**config.mk**
```make
export PLATFORM = sky130hd
export DESIGN_NAME = dmem_access_ctrl
export DESIGN_NICKNAME = d
export VERILOG_FILES = /design/src/rtl/dmem_access_ctrl_pkg.sv /design/src/rtl/dmem_store_align.sv /design/src/rtl/dmem_access_ctrl.sv
export SDC_FILE = /design/constraint.sdc
export NUM_CORES = 1
export LEC_CHECK = 0
export CORE_ASPECT_RATIO = 2
export CORE_MARGIN = 4
export CORE_UTILIZATION = 43
export CTS_BUF_LIST = sky130_fd_sc_hd__clkbuf_8
export CTS_CLUSTER_SIZE = 12
export DETAILED_ROUTE_END_ITERATION = 8
export PLACE_DENSITY = 0.83
export SLEW_MARGIN = 20
export SYNTH_ARGS = -nofsm -noshare
export SYNTH_HDL_FRONTEND = slang
export SYNTH_SLANG_ARGS = --single-unit
```
**constraint.sdc**
```tcl
create_clock -name clk -period 3.7 [get_ports clk]
set_clock_uncertainty 0.05 [all_clocks]
set_input_delay 0.37 -clock clk [delete_from_list [all_inputs] [get_ports clk]]
set_output_delay 0.37 -clock clk [all_outputs]
set_load 0.03 [all_outputs]
```
**src/rtl/dmem_access_ctrl_pkg.sv**
```systemverilog
// -----------------------------------------------------------------------------
// dmem_access_ctrl_pkg
// Shared definitions for the data-memory access controller:
//   - SZ_* access size codes (11 is reserved and behaves as a word access)
//   - ds_state_e controller state encoding (IDLE / REQ / DONE)
//   - misaligned(): alignment rule used when misalignment trapping is built in
// -----------------------------------------------------------------------------
package dmem_access_ctrl_pkg;

    localparam logic [1:0] SZ_BYTE = 2'b00;
    localparam logic [1:0] SZ_HALF = 2'b01;
    localparam logic [1:0] SZ_WORD = 2'b10;

    typedef enum logic [1:0] {
        DS_IDLE = 2'b00,
        DS_REQ  = 2'b01,
        DS_DONE = 2'b10
    } ds_state_e;

    // Bytes never misalign; halves need addr[0]=0; words (and the reserved
    // code) need addr[1:0]=0.
    function automatic logic misaligned(input logic [1:0] size,
                                        input logic [1:0] addr_lo);
        logic mis;
        case (size)
            SZ_BYTE: mis = 1'b0;
            SZ_HALF: mis = addr_lo[0];
            default: mis = (addr_lo != 2'b00);
        endcase
        return mis;
    endfunction

endpackage

```
**src/rtl/dmem_store_align.sv**
```systemverilog
// -----------------------------------------------------------------------------
// dmem_store_align
// Combinational store lane steering: byte enables and lane-replicated data.
// Ports:
//   size      in  2   access size code (SZ_*; 11 treated as word)
//   addr_lo   in  2   low byte-address bits
//   wdata     in  32  raw store data (rs2)
//   be        out 4   byte enables for the addressed lanes
//   wdata_rep out 32  store data replicated across all lanes
// -----------------------------------------------------------------------------
module dmem_store_align
    import dmem_access_ctrl_pkg::*;
(
    input  logic [1:0]  size,
    input  logic [1:0]  addr_lo,
    input  logic [31:0] wdata,
    output logic [3:0]  be,
    output logic [31:0] wdata_rep
);

    // Replicating the data lets memory pick any lane using only the enables.
    always_comb begin
        be        = 4'b1111;
        wdata_rep = wdata;
        case (size)
            SZ_BYTE: begin
                be        = 4'b0001 << addr_lo;
                wdata_rep = {4{wdata[7:0]}};
            end
            SZ_HALF: begin
                be        = addr_lo[1] ? 4'b1100 : 4'b0011;
                wdata_rep = {2{wdata[15:0]}};
            end
            default: begin
                be        = 4'b1111;
                wdata_rep = wdata;
            end
        endcase
    end

endmodule

```
**src/rtl/dmem_access_ctrl.sv**
```systemverilog
// -----------------------------------------------------------------------------
// dmem_access_ctrl
// Load/store access controller between execute and data memory. Latches the
// access on req_valid, drives a variable-latency req/ack memory port, stalls
// the PC while the access is in flight and returns the raw aligned word.
// Optional feature macro: DMEM_MISALIGN_TRAP_EN (trap misaligned half/word
// accesses without touching memory).
// Ports:
//   clk, rst              clock; asynchronous active-high reset
//   req_valid/store/size  access request from execute (held until done)
//   req_addr, req_wdata   byte address and store data
//   stall                 hold PC/IF while an access is pending
//   done                  one-cycle completion pulse; rdata/flags valid
//   rdata                 loaded word (0 for stores, errors, traps)
//   bus_err, misalign     completion flags, valid with done
//   mem_req/we/be/addr/wdata, mem_ack, mem_rdata   memory port
// -----------------------------------------------------------------------------
module dmem_access_ctrl
    import dmem_access_ctrl_pkg::*;
#(
    parameter int TIMEOUT = 16,
    parameter int CNT_W   = 5
) (
    input  logic        clk,
    input  logic        rst,
    input  logic        req_valid,
    input  logic        req_store,
    input  logic [1:0]  req_size,
    input  logic [31:0] req_addr,
    input  logic [31:0] req_wdata,
    output logic        stall,
    output logic        done,
    output logic [31:0] rdata,
    output logic        bus_err,
    output logic        misalign,
    output logic        mem_req,
    output logic        mem_we,
    output logic [3:0]  mem_be,
    output logic [31:0] mem_addr,
    output logic [31:0] mem_wdata,
    input  logic        mem_ack,
    input  logic [31:0] mem_rdata
);

    ds_state_e        state, state_next;
    logic [CNT_W-1:0] cnt;
    logic             lat_store;
    logic [3:0]       align_be;
    logic [31:0]      align_wdata;
    logic             trap;
    logic             timeout;

    dmem_store_align u_store_align (
        .size      (req_size),
        .addr_lo   (req_addr[1:0]),
        .wdata     (req_wdata),
        .be        (align_be),
        .wdata_rep (align_wdata)
    );

`ifdef DMEM_MISALIGN_TRAP_EN
    assign trap = misaligned(req_size, req_addr[1:0]);
`else
    assign trap = 1'b0;
`endif

    assign timeout = (cnt == CNT_W'(TIMEOUT - 1));

    // rst is folded in so a reset mid-access drops the request and the stall
    // immediately, without waiting for a clock edge.
    assign mem_req = !rst && (state == DS_REQ);
    assign mem_we  = mem_req && lat_store;
    assign stall   = !rst && (((state == DS_IDLE) && req_valid) || (state == DS_REQ));
    assign done    = (state == DS_DONE);

    always_comb begin
        state_next = state;
        case (state)
            DS_IDLE: if (req_valid) state_next = trap ? DS_DONE : DS_REQ;
            DS_REQ:  if (mem_ack || timeout) state_next = DS_DONE;
            DS_DONE: state_next = DS_IDLE;
            default: state_next = DS_IDLE;
        endcase
    end

    always_ff @(posedge clk or posedge rst) begin
        if (rst) begin
            state     <= DS_IDLE;
            cnt       <= '0;
            lat_store <= 1'b0;
            rdata     <= '0;
            bus_err   <= 1'b0;
            misalign  <= 1'b0;
            mem_be    <= '0;
            mem_addr  <= '0;
            mem_wdata <= '0;
        end else begin
            state <= state_next;
            case (state)
                DS_IDLE: begin
                    if (req_valid) begin
                        lat_store <= req_store;
                        mem_addr  <= {req_addr[31:2], 2'b00};
                        mem_be    <= req_store ? align_be : 4'b1111;
                        mem_wdata <= req_store ? align_wdata : 32'h0;
                        cnt       <= '0;
                        if (trap) begin
                            misalign <= 1'b1;
                            rdata    <= '0;
                        end
                    end
                end
                DS_REQ: begin
                    if (!(&cnt)) cnt <= cnt + 1'b1;
                    if (mem_ack) begin
                        rdata <= lat_store ? 32'h0 : mem_rdata;
                    end else if (timeout) begin
                        bus_err <= 1'b1;
                        rdata   <= '0;
                    end
                end
                DS_DONE: begin
                    bus_err  <= 1'b0;
                    misalign <= 1'b0;
                end
                default: ;
            endcase
        end
    end

endmodule

```
==> flow_summary_export.csv <==
group,metric,value,unit
cts,cts_tree,"yes",
cells_and_area,drive_gt1_frac,0.0426,
route,drc,0,
pwr,p_per_area,862,nW/um^2
worst_setup_path,r2r-end,"mem_wdata[31]$_DFFE_PP0P_",
cts,cts_num_sinks,107,
synth,synth-edff-count,0,
sta,hold_viol,0,
sta,max_slew_margin,0.511,
flow_run,drv_cap,0,
synth,ys_ff_latch,107,
grt,grt.total_usage,0.225,
sta,tns,0,ns
synth,ys_seq_area_frac,0.594,
worst_setup_path,crit_type,"register to output pin",
cts,holdBufCountCts,0,
floorplan,start_util,0.441,
cts,cts-resized-gates,0,
grt,grt_pass1_vias,4081,
route,ant_nets,0,
route,drt-total-wl,13.6,mm
synth,avgSynthCellArea,10.3,sq um
placement,place.port_buffers,205,
worst_setup_path,critPathLaunchType,"register",
worst_setup_path,worstPathArrival,2.41,ns
floorplan,die_area,12300,sq um
cts,clkLatencyLatePin,0.36,ns
pwr,ir_drop,0.481,mV
cells_and_area,area_delta_synth_final,52.1,%
cts,root_buffer,"clkbuf_8",
sta,rsz0062_at_grt,"false",
sta,whs,0.423,ns
sta,report.final.slew_viol_count,0,
cells_and_area,nets,740,
sta,fin_crit_sh,0.765,
grt,grt_pass1_wl,21.2,mm
worst_setup_path,rr_worst_depth,6,
floorplan,die_y,153,um
synth,synthCells,437,
worst_setup_path,end_kind,"output pin",
synth,synth_common_cells,"137 x nand2_1, 107 x dfrtp_1, 34 x a22o_1",
worst_setup_path,worstPathRequired,3.28,ns
synth,yosys-top-cells-area,"dfrtp_1 59%, nand2_1 11%, a22o_1 6.6%, mux2i_1 4.2%, o21ai_0 2.2%",
cts,cts_setup_buffers,0,
floorplan,rows,52,
route,vias_per_cell,5.15,
placement,hpwl,10.5,mm
grt,antenna_found_initial,0,
route,drt_iter0_drc,134,
worst_hold_path,min_path_type,"register to register",
cts,cts.clk_slew.worst_paths,0.10,ns
synth,yosys_warnings,0,
synth,synth_ff_type,"dfrtp_1",
grt,gr-total-overflow,0,
sta,post-route-min-period,2.83,ns
synth,synthArstFlopShare,1.00,
sta,tightest_slew,0.734,ns
floorplan,fp.coreArea,10200,sq um
synth,yosysUniqueCellTypes,35,
cells_and_area,antenna_cells,0,
pwr,total_leakage_power,3.14,nW
route,via_count,3958,
cts,cts_buffers,9,
worst_setup_path,crit_fanout,17,
worst_setup_path,cp-endpoint,"mem_we",
synth,yosysMostFrequentCell,"nand2_1",
worst_setup_path,critPathLaunch,"state[1]$_DFFE_PP0P_",
synth,netlist.area_leader.share,0.594,
cells_and_area,finish.utilization,0.671,
sta,max_freq,353,MHz
placement,gp_congestion,0.813,
synth,netlist_area,4510,sq um
worst_setup_path,r2r-start,"state[0]$_DFFE_PP0P_",
route,wl_per_cell,17.6,um
worst_setup_path,r2r_slack,1.53,ns
outcome,status,"completed",
grt,grt_max_degree,64,
floorplan,die_x,80.4,um
cts,clockBufferDepth,2,
sta,setup-violations-final,0,
floorplan,ios,209,
cells_and_area,fillers,824,
cts,htreeDepth,3,
synth,synth_largest_area_cell,"dfrtp_1",
route,dr.pass1.iters,4,
-- logic make-up (layout without fill, tap and decap cells) --
logic type / count (synthesis) / after routing / share of synthesized area
AND/OR/NAND/NOR: 184 / 184 / 0.172
flip-flops: 107 / 107 / 0.594
AO/OA/AOI/OAI: 83 / 83 / 0.130
buffers and inverters: 35 / 230 / 0.0386
multiplexers: 20 / 20 / 0.0447
adder cells (fa/ha/maj): 7 / 7 / 0.0194
other: 1 / 3 / 0.000832
-- metrics by stage --
stage / cell area [sq um] / power, mW / setup WS, ns / instances
CTS: 6850 / 5.97 / 0.868 / 769
global route: 6850 / 6.25 / 0.713 / 769
finish: 6850 / 5.91 / 0.871 / 769
detailed placement: 6630 / 5.18 / 1.27 / 754
floorplan: 4510 / 3.78 / 0.463 / 439
global placement: 6630 / 5.07 / 1.33 / 754
-- flip-flops by register name, indices dropped and copies added (netlist names) --
register and flops:
lat_store 1, bus_err 1, rdata 32, mem_addr 30, cnt 5, mem_wdata 32
mem_be 4, state 2
-- metal layers --
metal / track usage / vias to the layer above / share of wire
met5: 0 / - / 0
met4: 0.106 / 0 / 0.040
met3: 0.0533 / 31 / 0.068
met2: 0.413 / 155 / 0.56
met1: 0.231 / 1912 / 0.33
li1: - / 1860 / -
-- worst min path at each step --
stage	to	slack, ns	cells after the start	from
floorplan	lat_store$_DFFE_PP0P_	0.40	2	lat_store$_DFFE_PP0P_
global placement	mem_wdata[5]$_DFFE_PP0P_	0.40	2	mem_wdata[5]$_DFFE_PP0P_
detailed placement	mem_wdata[5]$_DFFE_PP0P_	0.41	2	mem_wdata[5]$_DFFE_PP0P_
CTS	mem_wdata[5]$_DFFE_PP0P_	0.43	2	mem_wdata[5]$_DFFE_PP0P_
global route	mem_addr[11]$_DFFE_PP0P_	0.46	3	req_addr[11]
finish	mem_wdata[5]$_DFFE_PP0P_	0.42	2	mem_wdata[5]$_DFFE_PP0P_
-- critical path, cell delays in order (launching register included) --
cell and delay (ns):
dfrtp_1 0.39, inv_1 0.11, ha_1 0.53, nor2b_1 0.22, and2_1 0.13, clkdlybuf4s50_1 0.66
-- cells in the final DEF, fill, tap and decap left out, types with 3 or more instances in the layout --
cell type and instances:
a21oi_1 6, o31ai_1 8, o21ai_0 20, nor2_1 16, clkdlybuf4s50_1 205, nand2_1 136, nand3_1 13, clkbuf_8 10
ha_1 7, inv_1 6, dfrtp_1 107, nand2b_1 4, o22ai_1 8, mux2i_1 19, conb_1 3, a22o_1 34
-- where the power goes --
part | internal [mW] | switching (mW)
logic | 1.30 | 1.86
clock network | 0.394 | 0.378
registers | 1.68 | 0.296
-- cell type report --
type / instances / area, sq um / share of cell area
flip-flops and latches: 107 / 2680 / 0.391
repair buffers: 208 / 2090 / 0.304
multi-input cells: 297 / 1680 / 0.244
well taps: 135 / 169 / 0.0246
clock buffers: 10 / 138 / 0.0201
clock inverters: 5 / 78.8 / 0.0115
inverters: 7 / 28.8 / 0.00420
Power figures use the tool's default switching activity.
